### config.mk
export PLATFORM = sky130hd
export DESIGN_NAME = mc_control_fsm
export DESIGN_NICKNAME = d
export VERILOG_FILES = /design/src/rtl/mc_control_fsm.sv
export SDC_FILE = /design/constraint.sdc
export NUM_CORES = 1
export LEC_CHECK = 0
export BUFFER_PORTS_ARGS = -buffer_cell sky130_fd_sc_hd__buf_4
export CAP_MARGIN = 15
export CELL_PAD_IN_SITES_DETAIL_PLACEMENT = 0
export CELL_PAD_IN_SITES_GLOBAL_PLACEMENT = 1
export CORE_AREA = 5 5 49 84
export DETAILED_ROUTE_END_ITERATION = 8
export DIE_AREA = 0 0 54 89
export PLACE_DENSITY_LB_ADDON = 0.1
export SYNTH_ARGS = -nofsm -noshare
export SYNTH_HDL_FRONTEND = slang
export SYNTH_SLANG_ARGS = --single-unit
### constraint.sdc
create_clock -name clk -period 2.3 [get_ports clk]
set_clock_uncertainty 0.1 [all_clocks]
set_input_delay 0.115 -clock clk [delete_from_list [all_inputs] [get_ports clk]]
set_output_delay 0.115 -clock clk [all_outputs]
set_load 0.005 [all_outputs]
### src/rtl/mc_control_fsm.sv
// Multicycle RISC-V control FSM. Moore machine: control outputs are decoded
// from the next state and registered. pc_write_final is the one output that
// also depends on a live input (bcond). Reset blanks every write enable
// combinationally so an aborted instruction cannot commit anything.
module mc_control_fsm #(
  parameter int STATE_W = 4
) (
  input  logic       clk,
  input  logic       reset,
  input  logic [6:0] opcode,
  input  logic       bcond,
  input  logic       halt_req,
  output logic       pc_write_final,
  output logic       pc_source,
  output logic       i_or_d,
  output logic       mem_read,
  output logic       mem_write,
  output logic       ir_write,
  output logic       reg_write,
  output logic [1:0] mem_to_reg,
  output logic       alu_src_a,
  output logic [1:0] alu_src_b,
  output logic [1:0] alu_op,
  output logic       is_halted
);

  // Encodings 0..14 are used; anything above S_HALT is illegal.
  typedef enum logic [STATE_W-1:0] {
    S_IF, S_ID, S_EX_R, S_EX_I, S_EX_M, S_MEM_R, S_MEM_W, S_WB_ALU,
    S_WB_LD, S_EX_B, S_PC4, S_JAL_WB, S_EX_JR, S_JR_WB, S_HALT
  } state_t;

  typedef struct packed {
    logic       pc_write;
    logic       pc_write_cond;
    logic       pc_source;
    logic       i_or_d;
    logic       mem_read;
    logic       mem_write;
    logic       ir_write;
    logic       reg_write;
    logic [1:0] mem_to_reg;
    logic       alu_src_a;
    logic [1:0] alu_src_b;
    logic [1:0] alu_op;
    logic       is_halted;
  } ctrl_t;

  localparam logic [6:0] OP_R    = 7'b0110011;
  localparam logic [6:0] OP_I    = 7'b0010011;
  localparam logic [6:0] OP_LD   = 7'b0000011;
  localparam logic [6:0] OP_ST   = 7'b0100011;
  localparam logic [6:0] OP_BR   = 7'b1100011;
  localparam logic [6:0] OP_JAL  = 7'b1101111;
  localparam logic [6:0] OP_JALR = 7'b1100111;
  localparam logic [6:0] OP_SYS  = 7'b1110011;

  // Per-state control word; anything not listed stays 0.
  function automatic ctrl_t decode(state_t s);
    ctrl_t c;
    c = '0;
    case (s)
      S_IF:    begin c.mem_read = 1'b1; c.ir_write = 1'b1; end
      S_ID:    c.alu_src_b = 2'b10;
      S_EX_R:  begin c.alu_src_a = 1'b1; c.alu_op = 2'b10; end
      S_EX_I:  begin c.alu_src_a = 1'b1; c.alu_src_b = 2'b10; c.alu_op = 2'b10; end
      S_EX_M, S_EX_JR: begin c.alu_src_a = 1'b1; c.alu_src_b = 2'b10; end
      S_MEM_R: begin c.mem_read = 1'b1; c.i_or_d = 1'b1; end
      S_MEM_W: begin
        c.mem_write = 1'b1; c.i_or_d = 1'b1; c.alu_src_b = 2'b01; c.pc_write = 1'b1;
      end
      S_WB_ALU: begin c.reg_write = 1'b1; c.alu_src_b = 2'b01; c.pc_write = 1'b1; end
      S_WB_LD: begin
        c.reg_write = 1'b1; c.mem_to_reg = 2'b01; c.alu_src_b = 2'b01; c.pc_write = 1'b1;
      end
      S_EX_B: begin
        c.alu_src_a = 1'b1; c.alu_op = 2'b01; c.pc_write_cond = 1'b1; c.pc_source = 1'b1;
      end
      S_PC4:   begin c.alu_src_b = 2'b01; c.pc_write = 1'b1; end
      S_JAL_WB, S_JR_WB: begin
        c.alu_src_b = 2'b01; c.reg_write = 1'b1; c.mem_to_reg = 2'b10;
        c.pc_write = 1'b1; c.pc_source = 1'b1;
      end
      S_HALT:  c.is_halted = 1'b1;
      default: c = '0;
    endcase
    return c;
  endfunction

  state_t state_q, state_d;
  ctrl_t  ctrl_q, ctrl_d, ctrl;
  logic   legal;

  // Next-state logic and the control word that goes with it.
  always_comb begin
    state_d = state_q;
    case (state_q)
      S_IF: state_d = S_ID;
      S_ID: begin
        case (opcode)
          OP_R:         state_d = S_EX_R;
          OP_I:         state_d = S_EX_I;
          OP_LD, OP_ST: state_d = S_EX_M;
          OP_BR:        state_d = S_EX_B;
          OP_JAL:       state_d = S_JAL_WB;
          OP_JALR:      state_d = S_EX_JR;
          OP_SYS:       state_d = halt_req ? S_HALT : S_PC4;
          default:      state_d = S_PC4;
        endcase
      end
      S_EX_R, S_EX_I: state_d = S_WB_ALU;
      S_EX_M:   state_d = (opcode == OP_LD) ? S_MEM_R : S_MEM_W;
      S_MEM_R:  state_d = S_WB_LD;
      S_EX_B:   state_d = bcond ? S_IF : S_PC4;
      S_EX_JR:  state_d = S_JR_WB;
      S_HALT:   state_d = S_HALT;
      S_MEM_W, S_WB_ALU, S_WB_LD, S_PC4, S_JAL_WB, S_JR_WB: state_d = S_IF;
      default:  state_d = S_IF;
    endcase
    ctrl_d = decode(state_d);
  end

  // State and registered control word; reset parks the machine in IF.
  always_ff @(posedge clk) begin
    if (reset) begin
      state_q <= S_IF;
      ctrl_q  <= decode(S_IF);
    end else begin
      state_q <= state_d;
      ctrl_q  <= ctrl_d;
    end
  end

  // An upset into an unused encoding must not replay a stale control word.
  assign legal = (state_q <= S_HALT);
  assign ctrl  = legal ? ctrl_q : '0;

  assign pc_write_final = ~reset & (ctrl.pc_write | (ctrl.pc_write_cond & bcond));
  assign pc_source      = ctrl.pc_source;
  assign i_or_d         = ctrl.i_or_d;
  assign mem_read       = ~reset & ctrl.mem_read;
  assign mem_write      = ~reset & ctrl.mem_write;
  assign ir_write       = ~reset & ctrl.ir_write;
  assign reg_write      = ~reset & ctrl.reg_write;
  assign mem_to_reg     = ctrl.mem_to_reg;
  assign alu_src_a      = ctrl.alu_src_a;
  assign alu_src_b      = ctrl.alu_src_b;
  assign alu_op         = ctrl.alu_op;
  assign is_halted      = ~reset & ctrl.is_halted;

endmodule

## Word-level counts from Yosys, hierarchy flattened

Cells that the tools add are included.

| cells by class | value |
|---|---|
| magnitude comparators | 1 |
| equality and inequality tests | 30 |
| multiplexer cells | 19 |
| bitwise gates (word level) | 9 |
| reductions and logical operators | 13 |

Operators with widths:

| kind | count |
|---|---|
| equality test 4 bit, second input constant | 10 |
| case mux 4 bit (8 select lines) | 1 |
| equality test 7 bit, second input constant | 4 |
| case mux 4 bit (7 select lines) | 1 |
| equality test 4 x 3 -> 1 bit, second input constant | 6 |
| equality test 4 x 2 -> 1 bit, second input constant | 4 |
| two-way mux 16 bit | 1 |
| equality test 7 x 6 -> 1 bit, second input constant | 2 |
| case mux 2 bit (2 select lines) | 3 |
| OR reduction 2 bit | 6 |
| two-way mux 1 bit | 10 |
| equality test 4 x 1 -> 1 bit, second input constant | 2 |
| logical NOT 4 bit | 2 |
| OR reduction 4 bit | 2 |
| AND 1 bit | 7 |
| equality test 7 x 2 -> 1 bit, second input constant | 1 |
| equality test 7 x 5 -> 1 bit, second input constant | 1 |
| OR reduction 6 bit | 1 |
| OR reduction 5 bit | 1 |
| <= comparator 4 bit, second input constant | 1 |
| two-way mux 4 bit | 1 |
| two-way mux 3 bit | 1 |
| OR reduction 3 bit | 1 |
| two-way mux 2 bit | 1 |
| 2 further kinds | 2 |

| storage, ports and cells | value |
|---|---|
| flip-flop bits (word level) | 20 |
| bits of input ports | 11 |
| output and inout bits | 15 |
| word-level logic and storage cells | 86 |

## Longest topological paths before layout

Gate-level depths: netlist of the first run.

| logic depth | value |
|---|---|
| word-level depth | 7 |
| depth in mapped cells | 7 |
| gate-level depth less buffers | 5 |

## Worst setup path after synthesis of the first run

No wires, ideal clock.

| timing path | value |
|---|---|
| path type | reg2reg |
| start | register state_q[1] |
| end | register ctrl_q[15] (netlist name) |
| library setup time | 0.083 ns |
| arrival time | 1.957 ns |
| path slack | 0.160 ns |
| stages on the path, launching flop included | 7 |
| buffers on the path | 1 |
| path through | dfxtp_1 > buf_2 > or4b_1 > o21bai_1 > o2111a_1 > or4_1 > o221ai_1 |

| on the way | value |
|---|---|
| longest elaborated chain between the ends | 6 |

Ends and longest elaborated chain:

| item | RTL line | source |
|---|---|---|
| start, declared | 90 | `state_t state_q, state_d;` |
| start signal, assigned | 129 | `state_q <= state_d;` |
| equality test 4 x 2 -> 1 bit | 97 | `case (state_q)` |
| OR reduction 2 bit | 97 |  |
| case mux 4 bit (8 select lines) * | 97 |  |
| equality test 4 bit or equality test 4 x 3 -> 1 bit (tied branches) | 62 | `case (s)` |
| OR reduction 6 bit (no line) * | -- |  |
| two-way mux 1 bit * | 62 |  |
| end signal, assigned | 127 | `ctrl_q <= decode(S_IF);` |
| end signal, assigned | 130 | `ctrl_q <= ctrl_d;` |
| end, declared | 91 | `ctrl_t ctrl_q, ctrl_d, ctrl;` |

Mark *: on every way between the ends. The rest lies on a longest branch, timed or not.
A chain may end at the register's enable or synchronous reset.

## Worst setup path after layout of the first run

| timing path | value |
|---|---|
| start | register state_q[0] |
| end | register ctrl_q[3] (netlist name) |

| on the way | value |
|---|---|
| longest elaborated chain between the ends | 6 |

Ends and longest elaborated chain:

| item | RTL line |
|---|---|
| equality test 4 x 2 -> 1 bit | 97 |
| OR reduction 2 bit | 97 |
| case mux 4 bit (8 select lines) * | 97 |
| equality test 4 bit, or another cell as far along | 62 |
| OR reduction 6 bit (no line) or OR reduction 4 bit (tied branches) | -- |
| case mux 2 bit (2 select lines) * | 62 |

Marks and branches as above.

==> qor.yml, run 1 <==
run_status:
  outcome: "finished clean"
flow_run:
  drv_cap: 0
synthesis:
  syn_area_per_cell_um2: 8.69
  synth_top_area_cell: "dfxtp_1"
  ys_top_cells_by_area: "dfxtp_1, and2_1, nand2b_1"
  seq_area_frac_synth_pct: 33.7
  synth_area_mm2: 0.00113
  ys.flop_type: "dfxtp_1"
  synth_nets: 141
  async_reset_ff_share_pct: 0
  ys_warn_count: 0
  yosysMostFrequentCell: "dfxtp_1"
  synth_cell_types: 51
  yosysTopAreaCellShare_pct: 33.7
  synth_edf_count: 0
  synth-seq-cells: 19
  synthCells: 130
  synthTopCellsByCount: "dfxtp_1, and2_1, nor2_1, nand2b_1, nand2_1"
timing:
  setup_violations: 0
  timing.fmax_mhz: 455
  rsz0062_at_grt: "false"
  hold_viol_final: 0
  finalSetupTns_ns: 0
  finalCritPeriodShare_pct: 95.7
  timing.hold.ws_ns: 0.0753
  tightest_slew_ns: 0.458
  drv_slew: 0
  slew_headroom_pct: 69.4
  fin_crit_ns: 2.20
floorplan:
  coreArea_mm2: 0.00333
  io_pins: 26
  num_rows: 28
  die_h_um: 89
  start_util_pct: 33.9
  die_w_um: 54
  dieArea_mm2: 0.00481
worst_setup_path:
  path_buf_inv: 0
  r2r_setup_slack_ns: 0.1
  critical_path.startpoint_type: "flop"
  timing.rr.start: "state_q[0]"
  cp-end-kind: "flop"
  worst-endpoint-required_ns: 2.37
  worstPathCellList: "or4b_4, o21bai_1, o2111a_1, or4_1, o221ai_1"
  critical_path.top_delay_family: "simple AND/OR/NAND/NOR gates"
  r2r-end: "ctrl_q[3]"
  slowest_stage: "or4b_4"
  worstSetupPathType: "reg -> reg"
  slowest_delay_ns: 0.59
  cp_max_fo: 10
  r2r_cells: 5
  arrival_ns: 2.27
routing:
  dr.pass1.iters: 4
  vias: 1111
  drcViolationCount: 0
  wirelength_um: 3150
  vias_per_cell: 5.37
  ant_nets: 0
  drtIter0Drc: 32
  wl_per_cell_um: 15.2
hold_path:
  whs_endpoint: "state_q[3]"
  hp-start: "reset"
  hold_path_class: "in -> reg"
  hold_path_depth: 2
placement:
  placed_cell_area_mm2: 0.00142
  hpwl_um: 2570
  place_congestion: 0.932
  port_buffers: 25
clocking:
  cts_hold_buf: 0
  clock_path_buffers: 2
  clkLatencyLatePin_ns: 0.25
  cts_tree: "yes"
  clock_sinks: 19
  cts_resized: 0
  htree_num_levels: 1
  cts_setup_buffers: 0
  clkSlewWorstSetupHoldPaths_ns: 0.06
  cts_root_buf: "clkbuf_8"
  cts_buffers: 3
power:
  vdd_drop_max_v: 0.000206
  p_leak_nw: 0.599
  total_power_mw: 1.02
  power.density_mw_per_mm2: 693
final_layout:
  post_route_cells_drive_above_1_share_pct: 29.6
  area_growth_pct: 30.2
  fin_area_mm2: 0.00147
  nNetsFinal: 174
  fillers: 355
  antenna_cells: 0
global_route:
  grtUsageTotal_pct: 13.8
  grt-ovfl-total: 0
  grt_max_degree: 20
  grt_pass1_wl_um: 4820
  first_global_vias: 1084
  antenna_found_initial: 0
-- metrics by stage --
step	setup slack (ns)	util (%)	cells
after floorplan	0.160	-	130
after global placement	0.0432	42.5	203
after detailed placement	0.0238	42.5	203
after CTS	0.00340	43.9	207
after global routing	0.0249	44.2	207
final	0.0998	44.2	207
-- layout make-up --
type | instances | area (um^2) | area share [%]
timing repair buffer | 36 | 270 | 18.4
tap | 45 | 56.3 | 3.83
multi-input combinational | 101 | 711 | 48.3
inverter | 2 | 7.51 | 0.510
clock buffer | 4 | 45.0 | 3.06
sequential | 19 | 382 | 25.9
-- where the power goes --
group	internal (mW)	switching (mW)	leakage, nW
sequential	0.375	0.0260	0.156
combinational	0.197	0.201	0.420
clock	0.123	0.0987	0.0228
-- layer usage --
metal | share of wire, % | track usage, % | vias to the layer above
li1 | - | - | 549
met1 | 35 | 12.4 | 509
met2 | 55 | 27.0 | 40
met3 | 4.6 | 0.668 | 13
met4 | 5.2 | 10.4 | 0
met5 | 0 | 0 | -
-- worst max path at each step --
stage	slack, ns	start	depth (start not counted)	end
2_1_floorplan	0.16	state_q[1]	6	ctrl_q[15]
3_3_place_gp	0.04	state_q[2]	5	ctrl_q[15]
3_5_place_dp	0.02	state_q[2]	5	ctrl_q[15]
4_1_cts	0.003	state_q[2]	5	ctrl_q[15]
5_1_grt	0.02	state_q[0]	5	ctrl_q[3]
6_report	0.1	state_q[0]	5	ctrl_q[3]
-- sequential cells by signal, summed over array words and instances (netlist names) --
register / count
ctrl_q: 15
state_q: 4
-- cell families (layout without fill, tap and decap cells) --
logic type | after synthesis | after routing | synth area share (%)
buffers and inverters | 10 | 42 | 4.32
xor gates and xnor gates | 1 | 1 | 0.775
AOI/OAI and AO/OA | 30 | 30 | 21.9
DFF | 19 | 19 | 33.7
and+or+nand+nor | 70 | 70 | 39.3
-- worst reg2reg max path, delay by kind of cell, from the launching register on --
kind,cells,cell delay (ns)
AOI/OAI and AO/OA,3,0.49
DFF,1,0.40
and+or+nand+nor,2,1.12
-- cells in the final DEF (no fill, tap or decap), types with 4 or more instances in the layout --
cell / count
nor2_1: 12
nor2b_1: 4
and2_1: 15
a21oi_1: 4
nand2b_1: 8
nand3_1: 4
buf_4: 36
dfxtp_1: 18
nand2_1: 5
Note: power is estimated with default switching activity, not from simulation.
==> run 2: changes to the inputs <==
==> constraint.sdc (replaced) <==
create_clock -name clk -period 2.3 [get_ports clk]
set_clock_uncertainty 0.1 [all_clocks]
set_input_delay 0.46 -clock clk [delete_from_list [all_inputs] [get_ports clk]]
set_output_delay 0.46 -clock clk [all_outputs]
set_load 0.005 [all_outputs]
==> run 2 against run 1 <==
Worst setup slack lost 0.012 ns. Final area grew 5.6%. Critical path depth grew 1. Clock-buffer cell count is the same. Non-clock buffer count grew 12. Power grew 2.3%. Fmax shrank 0.54%. Critical endpoint is now ctrl_q[4]. Highest routed layer unchanged.
==> qor.yml, run 2 (synthesized netlist as in run 1, its figures left out) <==
final_layout:
  largest_reg_flops: 15  # unchanged
  fin_util_pct: 46.7  # +2.5 points
  regArea_um2: 380  # -0.33%
  layout_common_cells: "buf_4, dfxtp_1, and2_1"
  finalNonFillerCells: 219  # +5.8%
  area_growth_pct: 37.5
  multi_input_area_um2: 704  # -0.88%
  post_route_cells_drive_above_1_share_pct: 33.3  # +3.7 points
  regMostFlops: "ctrl_q"
  final_common_cell: "buf_4"
  antenna_cells: 0  # unchanged
  reg_top3: "ctrl_q: 15 flops, state_q: 4 flops"
  nNetsFinal: 186  # +6.9%
  fillers: 350  # -1.4%
global_route:
  antenna_found_initial: 0  # unchanged
  grt-ovfl-total: 0  # unchanged
  grt_pass1_wl_um: 5260  # +9.2%
  first_global_vias: 1183  # +9.1%
  grt_max_degree: 20  # unchanged
  grtUsageTotal_pct: 15.0  # +1.2 points
floorplan:
  die_h_um: 89  # unchanged
  start_util_pct: 33.9  # unchanged
  coreArea_mm2: 0.00333  # unchanged
  num_rows: 28  # unchanged
  io_pins: 26  # unchanged
  dieArea_mm2: 0.00481  # unchanged
  die_w_um: 54  # unchanged
timing:
  timing.fmax_mhz: 452  # -0.54%
  fin_crit_ns: 2.21  # +0.0120 ns
  slew_headroom_pct: 68.4  # -0.91 points
  drv_slew: 0  # unchanged
  hold_viol_final: 0  # unchanged
  finalCritPeriodShare_pct: 96.2  # +0.52 points
  setup_violations: 0  # unchanged
  tightest_slew_ns: 0.472  # +0.0135 ns
run_status:
  outcome: "finished clean"
clocking:
  cts_root_buf: "clkbuf_8"
  cts_buffers: 3  # unchanged
  clock_sinks: 19  # unchanged
  cts_hold_buf: 0  # unchanged
  htree_num_levels: 1  # unchanged
  clock_path_buffers: 2  # unchanged
  cts_tree: "yes"
  clkSlewWorstSetupHoldPaths_ns: 0.07  # about the same
  clkLatencyLatePin_ns: 0.25  # about the same
worst_setup_path:
  r2r_cells: 5  # unchanged
  arrival_ns: 2.29  # +0.02 ns
  timing.rr.start: "state_q[3]"
  critical_path.startpoint_type: "input port"
  r2r-end: "ctrl_q[3]"
  r2r_setup_slack_ns: 0.14  # +0.04 ns
  cp-end-kind: "flop"
  cp_max_fo: 6  # -4
  worstSetupPathType: "in -> reg"
  worst-endpoint-required_ns: 2.38  # about the same
power:
  power.density_mw_per_mm2: 671  # -3.2%
  vdd_drop_max_v: 0.000242  # +17%
  p_leak_nw: 0.652  # +8.9%
routing:
  ant_nets: 0  # unchanged
  drtIter0Drc: 23  # -28%
  dr.pass1.iters: 5  # +1
  wirelength_um: 3150  # about the same
  vias_per_cell: 5.28  # -1.7%
  drcViolationCount: 0  # unchanged
  wl_per_cell_um: 14.4  # -5.4%
  vias: 1156  # +4.1%
hold_path:
  whs_endpoint: "state_q[3]"
  hp-start: "reset"
  hold_path_depth: 2  # unchanged
  hold_path_class: "in -> reg"
flow_run:
  drv_cap: 0  # unchanged
placement:
  port_buffers: 25  # unchanged
  place_congestion: 0.866  # -7.1%
  hpwl_um: 2630  # +2.2%
  placed_cells: 214  # +5.4%
[run 2: repair_timing]
action,4_1_cts,5_1_grt
setup endpoints to repair,0,2
resized for setup,0,2
buffers inserted,0,1
[run 2: worst max path at each step]
stage | cells past startpoint | start | slack [ns] | to
CTS | 7 | opcode[6] | 0.07 | ctrl_q[4]
detailed placement | 7 | opcode[6] | -0.19 | ctrl_q[4]
global placement | 7 | opcode[6] | -0.19 | ctrl_q[5]
floorplan | 6 | opcode[3] | 0.04 | ctrl_q[10]
finish | 6 | opcode[2] | 0.09 | ctrl_q[4]
global route | 8 | opcode[6] | -0.002 | ctrl_q[5]
[run 2: power by group]
part	leakage, nW	internal, mW	switching, mW
combinational	0.474	0.214	0.205
sequential	0.156	0.374	0.0222
clock	0.0228	0.123	0.105
[run 2: per-stage QoR]
stage                     setup TNS, ns  power [mW]  hold slack, ns  worst slack, ns  instance area (um^2)
after CTS                             0        1.05           0.409           0.0694                  1540
after floorplan                       0       0.630           0.429           0.0368                  1130
after detailed placement         -0.827       0.822           0.574           -0.192                  1500
after global placement           -0.659       0.820           0.562           -0.186                  1500
final                                 0        1.04           0.413           0.0879                  1550
after global routing           -0.00156        1.12           0.439         -0.00156                  1550
[run 2: routing by layer]
metal	track usage (%)	share of wire, %	up-vias
met4	12.9	6.8	0
met5	0	0	-
li1	-	-	571
met3	1.34	3.6	15
met2	27.7	55	40
met1	13.8	35	530
[run 2: worst max-delay path: stages]
cell and delay [ns]:
buf_4 0.12, or2_1 0.23, a2111o_1 0.38, a221o_1 0.40, or4_1 0.55, a21oi_1 0.15
[run 2: area by class of cell]
class                   count  share of cell area (%)
clock buffers               4                    2.90
repair buffers             48                    23.2
flip-flops and latches     19                    24.5
inverters                   2                   0.483
well taps                  45                    3.62
multi-input cells         101                    45.3
==> run 3: changes to the inputs <==
--- a/config.mk
+++ b/config.mk
@@ -10,6 +10,7 @@
 export CELL_PAD_IN_SITES_DETAIL_PLACEMENT = 0
 export CELL_PAD_IN_SITES_GLOBAL_PLACEMENT = 1
 export CORE_AREA = 5 5 49 84
+export CTS_BUF_LIST = sky130_fd_sc_hd__clkbuf_8 sky130_fd_sc_hd__clkbuf_16
 export DETAILED_ROUTE_END_ITERATION = 8
 export DIE_AREA = 0 0 54 89
 export PLACE_DENSITY_LB_ADDON = 0.1
==> run 3 against run 2 <==
Non-clock buffer count stayed put. Worst setup slack about the same. Worst hold slack about the same. Power is 0.39% lower. Fmax hardly changed. Core utilization unchanged. First-iteration DRC count unchanged. Global-route usage is the same.
==> qor.yml, run 3 (synthesized netlist as in run 1, its figures left out) <==
run_status:
  outcome: "finished clean"
timing:
  tightest_slew_ns: 0.472  # unchanged
  timing.fmax_mhz: 452  # about the same
  setup_slack_ns: 0.0879  # +0.000000700 ns
  fin_crit_ns: 2.21  # -0.000000700 ns
  timing.hold.ws_ns: 0.413  # -0.000456 ns
  slew_headroom_pct: 68.4  # unchanged
  finalCritPeriodShare_pct: 96.2  # about the same
  setup_violations: 0  # unchanged
  drv_slew: 0  # unchanged
  hold_viol_final: 0  # unchanged
worst_setup_path:
  cp_max_fo: 6  # unchanged
  timing.rr.start: "state_q[3]"
  worst-endpoint-required_ns: 2.38  # about the same
  worstSetupPathType: "in -> reg"
  arrival_ns: 2.29  # about the same
  cp-end-kind: "flop"
  r2r_setup_slack_ns: 0.14  # about the same
  r2r_cells: 5  # unchanged
  critical_path.startpoint_type: "input port"
  r2r-end: "ctrl_q[3]"
floorplan:
  die_h_um: 89  # unchanged
  die_w_um: 54  # unchanged
  io_pins: 26  # unchanged
  coreArea_mm2: 0.00333  # unchanged
  start_util_pct: 33.9  # unchanged
  dieArea_mm2: 0.00481  # unchanged
  num_rows: 28  # unchanged
global_route:
  antenna_found_initial: 0  # unchanged
  grt_max_degree: 20  # unchanged
  grt_pass1_wl_um: 5260  # unchanged
  first_global_vias: 1183  # unchanged
  grt-ovfl-total: 0  # unchanged
  grtUsageTotal_pct: 15.0  # unchanged
hold_path:
  hold_path_depth: 2  # unchanged
  hp-start: "reset"
  whs_endpoint: "state_q[3]"
  hold_path_class: "in -> reg"
final_layout:
  regMostFlops: "ctrl_q"
  reg_top3: "ctrl_q: 15 flops, state_q: 4 flops"
  nNetsFinal: 186  # unchanged
  layout_common_cells: "buf_4, dfxtp_1, and2_1"
  post_route_cells_drive_above_1_share_pct: 33.3  # unchanged
  fin_util_pct: 46.7  # unchanged
  largest_reg_flops: 15  # unchanged
  final_common_cell: "buf_4"
  area_growth_pct: 37.5  # unchanged
  antenna_cells: 0  # unchanged
placement:
  port_buffers: 25  # unchanged
  hpwl_um: 2630  # unchanged
  place_congestion: 0.866  # unchanged
  pre_cts_slack_ns: -0.192  # unchanged
flow_run:
  drv_cap: 0  # unchanged
clocking:
  clock_path_buffers: 2  # unchanged
  cts_root_buf: "clkbuf_8"
  cts_hold_buf: 0  # unchanged
  clkLatencyLatePin_ns: 0.26  # about the same
  clock_sinks: 19  # unchanged
  cts_buffers: 3  # unchanged
  htree_num_levels: 1  # unchanged
  cts_tree: "yes"
  clkSlewWorstSetupHoldPaths_ns: 0.07  # about the same
power:
  total_power_mw: 1.04  # -0.39%
  power.density_mw_per_mm2: 668  # -0.39%
  vdd_drop_max_v: 0.000242  # about the same
  p_leak_nw: 0.656  # +0.64%
routing:
  wl_per_cell_um: 14.4  # about the same
  wirelength_um: 3150  # about the same
  dr.pass1.iters: 5  # unchanged
  ant_nets: 0  # unchanged
  vias: 1156  # unchanged
  vias_per_cell: 5.28  # unchanged
  drcViolationCount: 0  # unchanged
  drtIter0Drc: 23  # unchanged
==> run 3: changes by cell type in the layout (fill, tap and decap cells not counted), sizes merged <==
cell	before	now
clkbuf	4	3
inv	2	3
==> run 3: worst max-delay path by stage <==
stage	from	endpoint	depth (start not counted)	slack (ns)
after floorplan	opcode[3]	ctrl_q[10]	6	0.04
after global placement	opcode[6]	ctrl_q[5]	7	-0.19
after detailed placement	opcode[6]	ctrl_q[4]	7	-0.19
after CTS	opcode[6]	ctrl_q[4]	7	0.07
after global routing	opcode[6]	ctrl_q[5]	8	-0.002
final	opcode[2]	ctrl_q[4]	6	0.09
==> run 3: repair_timing <==
action / 4_1_cts / 5_1_grt
gates resized for setup: 0 / 2
buffers inserted: 0 / 1
endpoints found under the setup margin: 0 / 2
==> run 3: stage by stage <==
stage                TNS, ns  instances  cell area (um^2)
floorplan                  0        130              1130
global placement      -0.659        214              1500
detailed placement    -0.827        214              1500
CTS                        0        218              1540
global route        -0.00156        219              1550
finish                     0        219              1550
==> run 3: final cells by class <==
| type | instances | area [um^2] |
|---|---|---|
| clock buffer | 3 | 41.3 |
| clock inverter | 1 | 3.75 |
| fill | 350 | 1770 |
| inverter | 2 | 7.51 |
| multi-input combinational | 101 | 704 |
| sequential | 19 | 380 |
| tap | 45 | 56.3 |
| timing repair buffer | 48 | 360 |
==> run 3: layer usage <==
layer  up-vias  share of wire, %  global-route usage, %
li1        571                 -                      -
met1       530                35                   13.8
met2        40                55                   27.7
met3        15               3.6                   1.34
met4         0               6.8                   12.9
met5         -                 0                      0
==> run 3: report_power, final <==
part	internal [mW]	switching (mW)	leakage, nW	total (mW)
Combinational	0.214	0.205	0.474	0.418
Clock	0.119	0.105	0.0269	0.224
Sequential	0.374	0.0222	0.156	0.397
==> run 3: worst max-delay path: stages <==
cell and delay (ns):
buf_4 0.12, or2_1 0.23, a2111o_1 0.38, a221o_1 0.40
or4_1 0.55, a21oi_1 0.15
